File: src/rtl/cond_pkg.sv
// rtl/cond_pkg.sv - condition codes, flag indices and IT sequencer states for cond_logic_it
package cond_pkg;

    localparam logic [3:0] COND_EQ = 4'h0;
    localparam logic [3:0] COND_NE = 4'h1;
    localparam logic [3:0] COND_CS = 4'h2;
    localparam logic [3:0] COND_CC = 4'h3;
    localparam logic [3:0] COND_MI = 4'h4;
    localparam logic [3:0] COND_PL = 4'h5;
    localparam logic [3:0] COND_VS = 4'h6;
    localparam logic [3:0] COND_VC = 4'h7;
    localparam logic [3:0] COND_HI = 4'h8;
    localparam logic [3:0] COND_LS = 4'h9;
    localparam logic [3:0] COND_GE = 4'hA;
    localparam logic [3:0] COND_LT = 4'hB;
    localparam logic [3:0] COND_GT = 4'hC;
    localparam logic [3:0] COND_LE = 4'hD;
    localparam logic [3:0] COND_AL = 4'hE;
    localparam logic [3:0] COND_NV = 4'hF;

    localparam int FLAG_N = 3;
    localparam int FLAG_Z = 2;
    localparam int FLAG_C = 1;
    localparam int FLAG_V = 0;

    typedef enum logic {
        ST_IDLE = 1'b0,
        ST_IT   = 1'b1
    } it_state_t;

endpackage

File: src/rtl/cond_logic_it_if.sv
// rtl/cond_logic_it_if.sv - decode-side request and gated-control bundle for cond_logic_it
interface cond_logic_it_if #(
    parameter int FLAG_GROUPS = 2,
    parameter int IT_DEPTH    = 4,
    parameter int CNT_W       = 16
);
    localparam int LEN_W = $clog2(IT_DEPTH + 1);

    logic                   instr_valid;
    logic                   stall;
    logic                   flush;
    logic [3:0]             Cond;
    logic [3:0]             ALUFlags;
    logic [FLAG_GROUPS-1:0] FlagW;
    logic                   PCS;
    logic                   RegW;
    logic                   MemW;
    logic                   NoWrite;
    logic                   in_link;
    logic                   it_start;
    logic [3:0]             it_cond;
    logic [LEN_W-1:0]       it_len;
    logic [IT_DEPTH-1:0]    it_mask;
    logic                   PCSrc;
    logic                   RegWrite;
    logic                   MemWrite;
    logic                   link;
    logic [3:0]             Flags;
    logic                   it_active;
    logic                   it_err;
    logic [CNT_W-1:0]       squash_cnt;

    modport master (
        output instr_valid, stall, flush, Cond, ALUFlags, FlagW,
               PCS, RegW, MemW, NoWrite, in_link,
               it_start, it_cond, it_len, it_mask,
        input  PCSrc, RegWrite, MemWrite, link, Flags, it_active, it_err, squash_cnt
    );

    modport slave (
        input  instr_valid, stall, flush, Cond, ALUFlags, FlagW,
               PCS, RegW, MemW, NoWrite, in_link,
               it_start, it_cond, it_len, it_mask,
        output PCSrc, RegWrite, MemWrite, link, Flags, it_active, it_err, squash_cnt
    );

endinterface

File: src/rtl/cond_check.sv
// rtl/cond_check.sv - combinational ARM condition evaluator with a forced-false input
module cond_check
    import cond_pkg::*;
(
    input  logic [3:0] cond,
    input  logic [3:0] flags,
    input  logic       never,
    output logic       cond_ex
);

    logic n, z, c, v;

    assign n = flags[FLAG_N];
    assign z = flags[FLAG_Z];
    assign c = flags[FLAG_C];
    assign v = flags[FLAG_V];

    always_comb begin
        cond_ex = 1'b0;
        if (!never) begin
            case (cond)
                COND_EQ: cond_ex = z;
                COND_NE: cond_ex = ~z;
                COND_CS: cond_ex = c;
                COND_CC: cond_ex = ~c;
                COND_MI: cond_ex = n;
                COND_PL: cond_ex = ~n;
                COND_VS: cond_ex = v;
                COND_VC: cond_ex = ~v;
                COND_HI: cond_ex = c & ~z;
                COND_LS: cond_ex = ~c | z;
                COND_GE: cond_ex = (n == v);
                COND_LT: cond_ex = (n != v);
                COND_GT: cond_ex = ~z & (n == v);
                COND_LE: cond_ex = z | (n != v);
                // NV behaves as unconditional, like AL
                COND_AL, COND_NV: cond_ex = 1'b1;
                default: cond_ex = 1'b0;
            endcase
        end
    end

endmodule

File: src/rtl/cond_logic_it.sv
// rtl/cond_logic_it.sv - grouped NZCV flags, condition gating and IT sequencer; COND_SQUASH_CNT_EN adds a squash counter
module cond_logic_it
    import cond_pkg::*;
#(
    parameter int FLAG_GROUPS = 2,
    parameter int IT_DEPTH    = 4,
    parameter int CNT_W       = 16
) (
    input  logic           CLK,
    input  logic           reset,
    cond_logic_it_if.slave bus
);

    localparam int LEN_W = $clog2(IT_DEPTH + 1);
    localparam int IDX_W = (IT_DEPTH > 1) ? $clog2(IT_DEPTH) : 1;

    it_state_t           state_q, state_d;
    logic [3:0]          it_cond_q, it_cond_d;
    logic [IT_DEPTH-1:0] it_mask_q, it_mask_d;
    logic [LEN_W-1:0]    it_len_q, it_len_d;
    logic [IDX_W-1:0]    idx_q, idx_d;
    logic                it_err_q, it_err_d;
    logic [3:0]          flags_q;
    logic [3:0]          flag_we;

    logic       fire, it_instr, it_len_ok, last_slot, else_slot, never, cond_ex, act;
    logic [3:0] eff_cond;

    assign fire      = bus.instr_valid & ~bus.stall & ~bus.flush;
    // it_start only opens a block from IDLE; inside a block it is an ordinary covered instruction
    assign it_instr  = (state_q == ST_IDLE) & bus.it_start;
    assign it_len_ok = (bus.it_len != '0) && (bus.it_len <= LEN_W'(IT_DEPTH));
    assign last_slot = (LEN_W'(idx_q) == (it_len_q - LEN_W'(1)));
    assign else_slot = (state_q == ST_IT) & ~it_mask_q[idx_q];
    assign eff_cond  = (state_q == ST_IT) ? {it_cond_q[3:1], it_cond_q[0] ^ else_slot} : bus.Cond;
    assign never     = else_slot & (it_cond_q == COND_AL);

    cond_check u_cond_check (
        .cond    (eff_cond),
        .flags   (flags_q),
        .never   (never),
        .cond_ex (cond_ex)
    );

    assign act = fire & ~it_instr & cond_ex & ~reset;

    assign bus.PCSrc     = act & bus.PCS;
    assign bus.RegWrite  = act & bus.RegW & ~bus.NoWrite;
    assign bus.MemWrite  = act & bus.MemW;
    assign bus.link      = act & bus.in_link;
    assign bus.Flags     = flags_q;
    assign bus.it_active = (state_q == ST_IT) & ~reset;
    assign bus.it_err    = it_err_q;

    for (genvar b = 0; b < 4; b++) begin : g_flag_we
        assign flag_we[b] = bus.FlagW[b * FLAG_GROUPS / 4];
    end

    always_ff @(posedge CLK or posedge reset) begin
        if (reset) begin
            flags_q <= 4'b0000;
        end else if (fire & ~it_instr & cond_ex) begin
            flags_q <= (flags_q & ~flag_we) | (bus.ALUFlags & flag_we);
        end
    end

    always_ff @(posedge CLK or posedge reset) begin
        if (reset) begin
            state_q   <= ST_IDLE;
            it_cond_q <= 4'b0000;
            it_mask_q <= '0;
            it_len_q  <= '0;
            idx_q     <= '0;
            it_err_q  <= 1'b0;
        end else begin
            state_q   <= state_d;
            it_cond_q <= it_cond_d;
            it_mask_q <= it_mask_d;
            it_len_q  <= it_len_d;
            idx_q     <= idx_d;
            it_err_q  <= it_err_d;
        end
    end

    always_comb begin
        state_d   = state_q;
        it_cond_d = it_cond_q;
        it_mask_d = it_mask_q;
        it_len_d  = it_len_q;
        idx_d     = idx_q;
        it_err_d  = it_err_q;
        if (bus.flush) begin
            state_d = ST_IDLE;
            idx_d   = '0;
        end else if (fire) begin
            case (state_q)
                ST_IDLE: begin
                    if (bus.it_start) begin
                        if (it_len_ok) begin
                            it_cond_d = bus.it_cond;
                            it_mask_d = bus.it_mask;
                            it_len_d  = bus.it_len;
                            idx_d     = '0;
                            state_d   = ST_IT;
                        end else begin
                            it_err_d = 1'b1;
                        end
                    end
                end
                ST_IT: begin
                    if (bus.it_start) begin
                        it_err_d = 1'b1;
                    end
                    if (last_slot) begin
                        state_d = ST_IDLE;
                        idx_d   = '0;
                    end else begin
                        idx_d = idx_q + 1'b1;
                    end
                end
                default: state_d = ST_IDLE;
            endcase
        end
    end

`ifdef COND_SQUASH_CNT_EN
    logic [CNT_W-1:0] squash_q;

    always_ff @(posedge CLK or posedge reset) begin
        if (reset) begin
            squash_q <= '0;
        end else if (fire & ~it_instr & ~cond_ex & ~(&squash_q)) begin
            squash_q <= squash_q + 1'b1;
        end
    end

    assign bus.squash_cnt = squash_q;
`else
    assign bus.squash_cnt = {CNT_W{1'b0}};
`endif

endmodule

File: src/flat_wrapper.sv
// flat-port wrapper written by rule: the top's interface ports become plain ports
module cond_logic_it_flat import cond_pkg::*;
#(
    parameter int FLAG_GROUPS = 2,
    parameter int IT_DEPTH    = 4,
    parameter int CNT_W       = 16
)
  (CLK, reset, bus_instr_valid, bus_stall, bus_flush, bus_Cond, bus_ALUFlags, bus_FlagW, bus_PCS, bus_RegW, bus_MemW, bus_NoWrite, bus_in_link, bus_it_start, bus_it_cond, bus_it_len, bus_it_mask, bus_PCSrc, bus_RegWrite, bus_MemWrite, bus_link, bus_Flags, bus_it_active, bus_it_err, bus_squash_cnt);
  cond_logic_it_if #(.FLAG_GROUPS(FLAG_GROUPS), .IT_DEPTH(IT_DEPTH), .CNT_W(CNT_W)) bus_i ();
  input  logic CLK;
  input  logic reset;
  input wire logic [$bits(bus_i.instr_valid)-1:0] bus_instr_valid;
  input wire logic [$bits(bus_i.stall)-1:0] bus_stall;
  input wire logic [$bits(bus_i.flush)-1:0] bus_flush;
  input wire logic [$bits(bus_i.Cond)-1:0] bus_Cond;
  input wire logic [$bits(bus_i.ALUFlags)-1:0] bus_ALUFlags;
  input wire logic [$bits(bus_i.FlagW)-1:0] bus_FlagW;
  input wire logic [$bits(bus_i.PCS)-1:0] bus_PCS;
  input wire logic [$bits(bus_i.RegW)-1:0] bus_RegW;
  input wire logic [$bits(bus_i.MemW)-1:0] bus_MemW;
  input wire logic [$bits(bus_i.NoWrite)-1:0] bus_NoWrite;
  input wire logic [$bits(bus_i.in_link)-1:0] bus_in_link;
  input wire logic [$bits(bus_i.it_start)-1:0] bus_it_start;
  input wire logic [$bits(bus_i.it_cond)-1:0] bus_it_cond;
  input wire logic [$bits(bus_i.it_len)-1:0] bus_it_len;
  input wire logic [$bits(bus_i.it_mask)-1:0] bus_it_mask;
  output wire logic [$bits(bus_i.PCSrc)-1:0] bus_PCSrc;
  output wire logic [$bits(bus_i.RegWrite)-1:0] bus_RegWrite;
  output wire logic [$bits(bus_i.MemWrite)-1:0] bus_MemWrite;
  output wire logic [$bits(bus_i.link)-1:0] bus_link;
  output wire logic [$bits(bus_i.Flags)-1:0] bus_Flags;
  output wire logic [$bits(bus_i.it_active)-1:0] bus_it_active;
  output wire logic [$bits(bus_i.it_err)-1:0] bus_it_err;
  output wire logic [$bits(bus_i.squash_cnt)-1:0] bus_squash_cnt;
  assign bus_i.instr_valid = bus_instr_valid;
  assign bus_i.stall = bus_stall;
  assign bus_i.flush = bus_flush;
  assign bus_i.Cond = bus_Cond;
  assign bus_i.ALUFlags = bus_ALUFlags;
  assign bus_i.FlagW = bus_FlagW;
  assign bus_i.PCS = bus_PCS;
  assign bus_i.RegW = bus_RegW;
  assign bus_i.MemW = bus_MemW;
  assign bus_i.NoWrite = bus_NoWrite;
  assign bus_i.in_link = bus_in_link;
  assign bus_i.it_start = bus_it_start;
  assign bus_i.it_cond = bus_it_cond;
  assign bus_i.it_len = bus_it_len;
  assign bus_i.it_mask = bus_it_mask;
  assign bus_PCSrc = bus_i.PCSrc;
  assign bus_RegWrite = bus_i.RegWrite;
  assign bus_MemWrite = bus_i.MemWrite;
  assign bus_link = bus_i.link;
  assign bus_Flags = bus_i.Flags;
  assign bus_it_active = bus_i.it_active;
  assign bus_it_err = bus_i.it_err;
  assign bus_squash_cnt = bus_i.squash_cnt;
  cond_logic_it #(.FLAG_GROUPS(FLAG_GROUPS), .IT_DEPTH(IT_DEPTH), .CNT_W(CNT_W)) u_core (.CLK(CLK), .reset(reset), .bus(bus_i));
endmodule
File: config.mk
export PLATFORM = sky130hd
export DESIGN_NAME = cond_logic_it_flat
export DESIGN_NICKNAME = d
export VERILOG_FILES = /design/src/rtl/cond_pkg.sv /design/src/rtl/cond_logic_it_if.sv /design/src/rtl/cond_check.sv /design/src/rtl/cond_logic_it.sv /design/src/flat_wrapper.sv
export SDC_FILE = /design/constraint.sdc
export NUM_CORES = 1
export LEC_CHECK = 0
export CAP_MARGIN = 0
export CORE_AREA = 8 8 96 55
export CTS_CLUSTER_SIZE = 10
export DETAILED_ROUTE_END_ITERATION = 8
export DIE_AREA = 0 0 104 63
export GPL_ROUTABILITY_DRIVEN = 0
export PLACE_DENSITY_LB_ADDON = 0.12
export SLEW_MARGIN = 20
export SYNTH_ARGS = -nofsm -noshare
export SYNTH_HDL_FRONTEND = slang
export SYNTH_SLANG_ARGS = --single-unit
File: constraint.sdc
create_clock -name CLK -period 3.2 [get_ports CLK]
set_clock_uncertainty 0.1 [all_clocks]
set_input_delay 0.48 -clock CLK [delete_from_list [all_inputs] [get_ports CLK]]
set_output_delay 0.48 -clock CLK [all_outputs]
set_load 0.03 [all_outputs]
# Word-level counts from Yosys, hierarchy flattened
# Cells that the tools add are included.
[word_totals] output_inout_bits=26 ram_bits=0 latch_bits=0 wordCells=98 memories=0 rom_bits=0 reg_bits=19 in_bits=32
[classes] multipliers=0 n_mux=21 n_reduce_logical=8 order_cmp=2 div_mod_pow=0 n_eq_ne=24 bitwise_logic=34 shift=0 addsub=2
[ops] operator="4-bit equality test, second input constant" count=9
[ops] operator="1-bit bitwise AND" count=16
[ops] operator="4-bit by 3-bit equality test with 1-bit output, second input constant" count=4
[ops] operator="1-bit one-hot mux with 15 select lines" count=1
[ops] operator="1-bit inverter" count=11
[ops] operator="1-bit two-way mux" count=10
[ops] operator="2-bit two-way mux" count=5
[ops] operator="5-bit AND reduction" count=2
[ops] operator="4-bit bitwise AND" count=2
[ops] operator="4-bit by 2-bit equality test with 1-bit output, second input constant" count=2
[ops] operator="2-bit != test, second input constant" count=3
[ops] operator="4-bit by 1-bit equality test with 1-bit output, second input constant" count=1
[ops] operator="4-bit logical NOT" count=1
[ops] operator="4-bit two-way mux" count=1
[ops] operator="4-bit inverter" count=1
[ops] operator="4-bit bitwise OR" count=1
[ops] operator="1-bit one-hot mux with 2 select lines" count=2
[ops] operator="2-bit one-hot mux with 2 select lines" count=1
[ops] operator="2-bit by 3-bit equality test with 1-bit output" count=1
[ops] operator="3-bit <= comparator, second input constant" count=1
[ops] operator="2-bit by 3-bit less-than comparator with 1-bit output, second input constant" count=1
[ops] operator="3-bit by 2-bit != test with 1-bit output, second input constant" count=1
[ops] operator="3-bit != test, second input constant" count=1
[ops] operator="3-bit AND reduction" count=1
[ops] operator="11 further kinds" count=12

# Logic depth before layout (Yosys ltp)
# Gate-level depths: netlist of run 1.
[logic_depth] depth_word=14 ltp_mapped=9 depth_no_buf=7

# By module
# From an unflattened synthesis of run 1, not the netlist that was laid out.
[unflattened] hier_cells=137 area_unflattened_um2=1458.9
[modules_own_cells] module="cond_logic_it" cells_each=104 area_per_inst_um2=1219.9 n_inst=1 seq_area_each_um2=475.5
[modules_own_cells] module="cond_check" cells_each=33 area_per_inst_um2=239.0 n_inst=1 seq_area_each_um2=0.0

# Worst setup path after synthesis of run 1
# No wires, ideal clock.
[synth_timing] path_type="flip-flop to output port" startpoint="reg u_core.idx_q[0]" endpoint="out bus_MemWrite" stages_incl_launch_ff=8 path_buffers=0 required_time_ns=2.620 slack_ns=-0.512 arrival_time_ns=3.132 path_cell_list="dfrtp_1 > mux4_2 > xnor2_2 > a21oi_4 > or4b_1 > nand4_2 > nor4_2 > nor4b_1"
[synth_between] elab_chain_cells=13 word_cells_on_any_way=29 classes_between="15 x eq/ne; 5 x mux; 7 x bitwise; 2 x reduce/logical"
[synth_lines] element="from (decl)" line_no="cond_logic_it.sv:21" source="logic [IDX_W-1:0] idx_q, idx_d;"
[synth_lines] element="from (signal assigned)" line_no="cond_logic_it.sv:80" source="idx_q <= idx_d;"
[synth_lines] element="1-bit binary-select mux with 2-bit select *" line_no="cond_logic_it.sv:34" source="assign else_slot = (state_q == ST_IT) & ~it_mask_q[idx_q];"
[synth_lines] element="1-bit two-way mux (implied by the code) *" line_no="cond_logic_it.sv:34"
[synth_lines] element="1-bit inverter *" line_no="cond_logic_it.sv:34"
[synth_lines] element="1-bit bitwise AND *" line_no="cond_logic_it.sv:34"
[synth_lines] element="1-bit XOR" line_no="cond_logic_it.sv:35" source="assign eff_cond = (state_q == ST_IT) ? {it_cond_q[3:1], it_cond_q[0] ^ else_slot} : bus.Cond;"
[synth_lines] element="4-bit two-way mux" line_no="cond_logic_it.sv:35"
[synth_lines] element="4-bit equality test" line_no="cond_check.sv:21" source="case (cond)"
[synth_lines] element="2-bit OR reduction" line_no="cond_check.sv:21"
[synth_lines] element="1-bit one-hot mux with 15 select lines" line_no="cond_check.sv:21"
[synth_lines] element="1-bit two-way mux *" line_no="cond_check.sv:20" source="if (!never) begin"
[synth_lines] element="1-bit bitwise AND * (2 in a row)" line_no="cond_logic_it.sv:45" source="assign act = fire & ~it_instr & cond_ex & ~reset;"
[synth_lines] element="1-bit bitwise AND *" line_no="cond_logic_it.sv:49" source="assign bus.MemWrite = act & bus.MemW;"
[synth_lines] element="to (decl)" line_no="flat_wrapper.sv:29" source="output wire logic [$bits(bus_i.MemWrite)-1:0] bus_MemWrite;"
# Every way passes the cells marked *; elsewhere a longest branch is shown, timed or not. The select of a mux whose other input is x is not followed.

# Worst setup path after layout of run 1
# Ends and elaborated chain as after synthesis.

==> results of run 1 <==
[area by class of cell]
| type | count | area [um2] |
|---|---|---|
| tap | 57 | 71.3 |
| sequential | 19 | 475 |
| clock buffer | 3 | 41.3 |
| multi-input combinational | 121 | 986 |
| inverter | 7 | 26.3 |
| clock inverter | 1 | 7.51 |
| timing repair buffer | 67 | 611 |
| fill | 369 | 1820 |
[worst paths after layout]
check	startpoint	to	slack (ns)
max	u_core.idx_q[0]$_DFFE_PP0P_	bus_MemWrite	-0.19
min	u_core.bus.it_err$_DFFE_PP0P_	u_core.bus.it_err$_DFFE_PP0P_	0.37
max reg2reg	u_core.idx_q[0]$_DFFE_PP0P_	flip-flop	0.17
min reg2reg	u_core.bus.it_err$_DFFE_PP0P_	u_core.bus.it_err$_DFFE_PP0P_	0.37
max in group asynchronous	reset	u_core.it_cond_q[2]$_DFFE_PP0P_	1.67
min in group asynchronous	reset	async pin	0.86
[where the power goes]
part           internal (mW)  switching, mW
Clock                 0.0879         0.0858
Combinational          0.250          0.257
Sequential             0.298         0.0648
[cells in the final DEF (no fill, tap or decap), types with 4 or more instances in the layout]
cell	Yosys	layout
buf_4	16	26
dfrtp_1	19	19
inv_1	7	7
conb_1	1	16
o21ai_0	6	6
nor2_1	12	12
clkdlybuf4s50_1	0	37
buf_6	2	4
mux2_1	14	14
nand2_1	8	8
nor3_1	8	8
[per-stage QoR]
| step | instance area, um2 | total power [mW] | utilization (%) | TNS, ns |
|---|---|---|---|---|
| 5_1_grt | 2220 | 1.10 | 54.9 | -1.01 |
| 3_3_place_gp | 2030 | 0.775 | 50.2 | -0.151 |
| 3_5_place_dp | 2030 | 0.787 | 50.2 | -0.205 |
| 6_report | 2220 | 1.04 | 54.9 | -0.635 |
| 2_1_floorplan | 1570 | 0.629 | - | -0.461 |
| 4_1_cts | 2170 | 1.01 | 53.7 | -0.575 |
[timing repair]
action	CTS	global route
buffers inserted	3	3
pin swaps	6	3
gates resized for setup	13	5
gates cloned	0	0
setup endpoints to repair	4	4
[metal layers]
| layer | vias up | wire (um) | track usage (%) |
|---|---|---|---|
| met4 | 0 | 25 | 1.97 |
| met2 | 36 | 1900 | 20.9 |
| met1 | 630 | 2160 | 17.7 |
| met5 | - | 0 | 0 |
| li1 | 657 | - | - |
| met3 | 5 | 247 | 5.14 |
[worst max-delay path: cells and delay by family, from the launching register on]
family                 cells  cell delay (ns)
flip-flops                 1             0.37
buffers and inverters      2             0.33
AND/OR/NAND/NOR            4             0.98
AO/OA/AOI/OAI              1             0.09
multiplexers               1             0.59
XOR/XNOR                   1             0.19
[logic make-up after synthesis]
family                     Yosys count  share of synthesized area, %
other                                1                         0.252
and+or+nand+nor                     51                          19.6
AOI/OAI and AO/OA                   24                          12.3
buffers and inverters               29                          13.2
DFF                                 19                          31.9
adders and majority gates            1                         0.839
muxes                               21                          16.6
xor gates and xnor gates             8                          5.21
==> impl_metrics.toml, run 1 <==
[outcome]
outcome = "finished, violations left"
violations = "setup timing"

[timing]
fmax_mhz = 295
final_max_slew_viol_count = 0
holdWs_ns = 0.374
post-route-period-util_pct = 106
slew_headroom_pct = 50.4
finalHoldViolCount = 0
tightest_slew_ns = 0.743
setup_viol = 4
fin_crit_ns = 3.39
worst_slack_ns = -0.193
rsz0062_at_grt = "yes"

[global_route]
first_global_vias = 1429
grt.total_usage_pct = 13.5
grt_first_pass_wirelength_um = 7240
grt_overflow_total = 0
antenna_found_initial = 0
grt_max_degree = 20

[floorplan]
coreArea_mm2 = 0.00404
die_y_um = 63
die_w_um = 104
rows = 17
initial_utilization_pct = 36.9
die-area_mm2 = 0.00655
ios = 58

[clock_network]
postCtsHoldBufs = 0
clk_pin_slew_ns = 0.07
numCtsBuffers = 3
clock_sinks = 19
cts_tree = "built"
h-tree-depth = 1
clk_path_buf_depth = 2
clock-root-buffer = "clkbuf_8"
worstSkewPairLatency_ns = 0.26

[synthesis]
avgSynthCellArea_um2 = 9.68
synthTopCellsByArea = "dfrtp_1, mux2_1, buf_4, nor2_1, nor4b_1"
synth_edf_count = 0
yosysMostFrequentCell = "dfrtp_1"
netlist_instances = 154
synthArstFlopShare_pct = 100
yosysWarnings = 0
post_synth_num_cell_types = 45
synth_flop_cell = "dfrtp_1"
synth_area_mm2 = 0.00149
yosysTopAreaCellShare_pct = 31.9
netlist_top_cells_count = "dfrtp_1, buf_4, mux2_1"
yosysSeqAreaShare_pct = 31.9
yosysTopAreaCell = "dfrtp_1"
ys_seq_elements = 19

[placed_design]
dpl_worst_slack_ns = -0.0685
placedCellCount = 266
dpl.hpwl_um = 3500
io_buffers = 41

[critical_path]
cp_cell_sequence = "mux4_2 -> xnor2_4 -> a21oi_4 -> or4b_4 -> nand4_4 -> nor4_4 -> buf_6 -> nor4b_4 -> buf_6"
cp_common_cell = "buf_6"
end_kind = "output port"
max_stage_delay_ns = 0.59
reg2reg_depth = 11
path_max_fanout = 4
critPathRequiredTime_ns = 2.62
path_class = "reg -> out"
crit_slowest_cell = "mux4_2"
cp_data_arrival_time_ns = 2.81
worstSetupStartpointType = "flip-flop"

[layout]
antenna_cells = 0
syn_to_final_growth_pct = 48.9
nets = 252
stdcell_count = 275
drive_above_1_share_pct = 27.1

[power]
leakage_nw = 0.928
power_density_mw_per_mm2 = 470
vdd_drop_max_mv = 0.262

[route]
drtIter0Drc = 24
first_pass_iters = 4
via_per_inst = 4.83
num_vias = 1328
drc = 0
wl_per_cell_um = 15.7
finalWirelength_um = 4330
postRouteAntennaNets = 0

[min_path]
min_path_cells = 1
hp-class = "reg -> reg"

[flow_run]
maxCapViolations = 0
No activity file was read; power rests on OpenSTA's default activity.
==> inputs of run 2 (changes only) <==
--- a/config.mk
+++ b/config.mk
@@ -6,10 +6,13 @@
 export NUM_CORES = 1
 export LEC_CHECK = 0
 export CAP_MARGIN = 0
-export CORE_AREA = 8 8 96 55
+export CELL_PAD_IN_SITES_DETAIL_PLACEMENT = 1
+export CELL_PAD_IN_SITES_GLOBAL_PLACEMENT = 2
+export CORE_AREA = 8 8 119 66
+export CTS_BUF_LIST = sky130_fd_sc_hd__clkbuf_16
 export CTS_CLUSTER_SIZE = 10
 export DETAILED_ROUTE_END_ITERATION = 8
-export DIE_AREA = 0 0 104 63
+export DIE_AREA = 0 0 127 74
 export GPL_ROUTABILITY_DRIVEN = 0
 export PLACE_DENSITY_LB_ADDON = 0.12
 export SLEW_MARGIN = 20
==> run 2 against run 1 <==
Non-clock buffer count is 8 higher. Register-to-register slack improved by 0.06 ns. First-iteration DRC count increased by 130%. Highest routed layer unchanged. Worst setup slack better by 0.0015 ns. Critical path type unchanged. Utilization down 18 points. The run still ends with setup timing left. Sequential power is 2% lower. Largest cell class unchanged.
==> impl_metrics.toml, run 2 (synthesized netlist as in run 1, its figures left out) <==
[placed_design]
dpl.hpwl_um = 4190
io_buffers = 41
dpl_worst_slack_ns = -0.629

[layout]
nets = 260
layout_common_cells = "clkdlybuf4s50_1, buf_4, dfrtp_1"
fillerInstances = 735
seq_area_um2 = 475
syn_to_final_growth_pct = 54.6
multiInputGateArea_um2 = 956
final_core_util_pct = 36.5
drive_above_1_share_pct = 27.9
mostFrequentLayoutCell = "clkdlybuf4s50_1"
antenna_cells = 0

[clock_network]
clock_sinks = 19
postCtsHoldBufs = 0
clock-root-buffer = "clkbuf_16"
h-tree-depth = 1
cts_tree = "built"
worstSkewPairLatency_ns = 0.25
numCtsBuffers = 3
clk_pin_slew_ns = 0.06
clk_path_buf_depth = 2

[power]
power_density_mw_per_mm2 = 481
cell_internal_pwr_mw = 0.704
pwr-share-comb_pct = 43.7
clkPwrFrac_pct = 24.1
sw_frac_of_total_pct = 36.5
power_frac_seq_pct = 32.2
vdd_drop_max_mv = 0.209
switchingPower_mw = 0.404
leakage_nw = 0.980

[floorplan]
coreArea_mm2 = 0.00631
ios = 58
die_y_um = 74
die-area_mm2 = 0.00940
die_w_um = 127
initial_utilization_pct = 23.6
rows = 21

[outcome]
violations = "setup timing"
outcome = "finished, violations left"

[critical_path]
cp_data_arrival_time_ns = 2.81
max_stage_delay_ns = 0.60
path_class = "reg -> out"
end_kind = "output port"
reg2reg_depth = 10
path_max_fanout = 4
crit_slowest_cell = "mux4_2"
crit-reg2reg-launch = "u_core.idx_q[0]$_DFFE_PP0P_"
worstSetupStartpointType = "flip-flop"
cp_cell_sequence = "mux4_2 -> xnor2_4 -> a21oi_4 -> or4b_4 -> nand4_4 -> nor4_2 -> buf_4 -> nor4b_4 -> buf_6"
endpoint = "bus_link"
critPathLaunch = "u_core.idx_q[0]$_DFFE_PP0P_"
critPathRequiredTime_ns = 2.62
r2r_slack_ns = 0.23

[route]
finalWirelength_um = 4970
drtIter0Drc = 55
num_vias = 1363
postRouteAntennaNets = 0
drc = 0
first_pass_iters = 4
wl_per_cell_um = 16.3
via_per_inst = 4.45

[timing]
final_max_slew_viol_count = 0
post-route-period-util_pct = 106
rsz0062_at_grt = "yes"
finalHoldViolCount = 0
tightest_slew_ns = 0.808
fin_crit_ns = 3.39
worst_slack_ns = -0.192
setup_viol = 4
fmax_mhz = 295
slew_headroom_pct = 46.1

[global_route]
grt.total_usage_pct = 10.6
antenna_found_initial = 0
grt_overflow_total = 0
grt_first_pass_wirelength_um = 7850
grt_max_degree = 20
first_global_vias = 1458

[flow_run]
maxCapViolations = 0

[min_path]
hp-class = "reg -> reg"
-- run 2: cell types whose count changed in the layout (fill, tap and decap cells not counted), sizes merged --
| cell | before | now |
|---|---|---|
| buf | 30 | 38 |
-- run 2: through the flow --
step	hold WS, ns	power (mW)	setup TNS [ns]	area, um2	instances
floorplan	0.331	0.629	-0.461	1570	169
global placement	0.349	0.804	-2.10	2160	301
detailed placement	0.369	0.816	-2.48	2160	301
CTS	0.384	1.11	-0.850	2290	306
global route	0.403	1.18	-1.03	2300	306
finish	0.371	1.11	-0.638	2300	306
-- run 2: layer usage --
| layer | track usage [%] | vias up | part of all wire (%) |
|---|---|---|---|
| met5 | 0 | - | 0 |
| met2 | 16.2 | 39 | 42 |
| met3 | 3.15 | 2 | 5.3 |
| met4 | 2.09 | 0 | 0.50 |
| met1 | 14.6 | 656 | 52 |
| li1 | - | 666 | - |
-- run 2: layout make-up --
type,count,share of cell area (%)
tap,80,4.35
clock inverter,1,0.326
sequential,19,20.6
inverter,7,1.14
clock buffer,3,3.26
multi-input combinational,121,41.5
timing repair buffer,75,28.8
-- run 2: how the worst min path moves through the flow --
stage,start,end,cells past startpoint
2_1_floorplan,reset,async pin,1
3_3_place_gp,u_core.bus.it_err$_DFFE_PP0P_,u_core.bus.it_err$_DFFE_PP0P_,1
3_5_place_dp,u_core.bus.it_err$_DFFE_PP0P_,u_core.bus.it_err$_DFFE_PP0P_,1
4_1_cts,u_core.bus.it_err$_DFFE_PP0P_,u_core.bus.it_err$_DFFE_PP0P_,1
5_1_grt,u_core.bus.it_err$_DFFE_PP0P_,u_core.bus.it_err$_DFFE_PP0P_,1
6_report,u_core.bus.it_err$_DFFE_PP0P_,u_core.bus.it_err$_DFFE_PP0P_,1
-- run 2: power groups by stage --
stage                     clock network (mW)  registers [mW]  logic [mW]
after floorplan                            0           0.375       0.254
after global placement                     0           0.355       0.449
after detailed placement                   0           0.359       0.457
after CTS                              0.276           0.356       0.482
after global routing                   0.288           0.365       0.527
final                                  0.267           0.357       0.484
-- run 2: worst max-delay path: cells and delay by family, from the launching register on --
kind | cells | cell delay [ns]
DFF | 1 | 0.39
xor gates and xnor gates | 1 | 0.20
and+or+nand+nor | 4 | 0.94
buffers and inverters | 2 | 0.35
muxes | 1 | 0.60
AOI/OAI and AO/OA | 1 | 0.08
-- run 2: repair_timing --
item | in CTS | in global routing
endpoints found under the setup margin | 4 | 4
resized for setup | 36 | 3
pin swaps | 7 | 2
buffers inserted | 1 | 0
==> inputs of run 3 (changes only) <==
--- a/config.mk
+++ b/config.mk
@@ -5,7 +5,7 @@
 export SDC_FILE = /design/constraint.sdc
 export NUM_CORES = 1
 export LEC_CHECK = 0
-export CAP_MARGIN = 0
+export CAP_MARGIN = 10
 export CELL_PAD_IN_SITES_DETAIL_PLACEMENT = 1
 export CELL_PAD_IN_SITES_GLOBAL_PLACEMENT = 2
 export CORE_AREA = 8 8 119 66
==> results of run 3 <==
Final layout, timing and power as in run 2 (identical DEF).
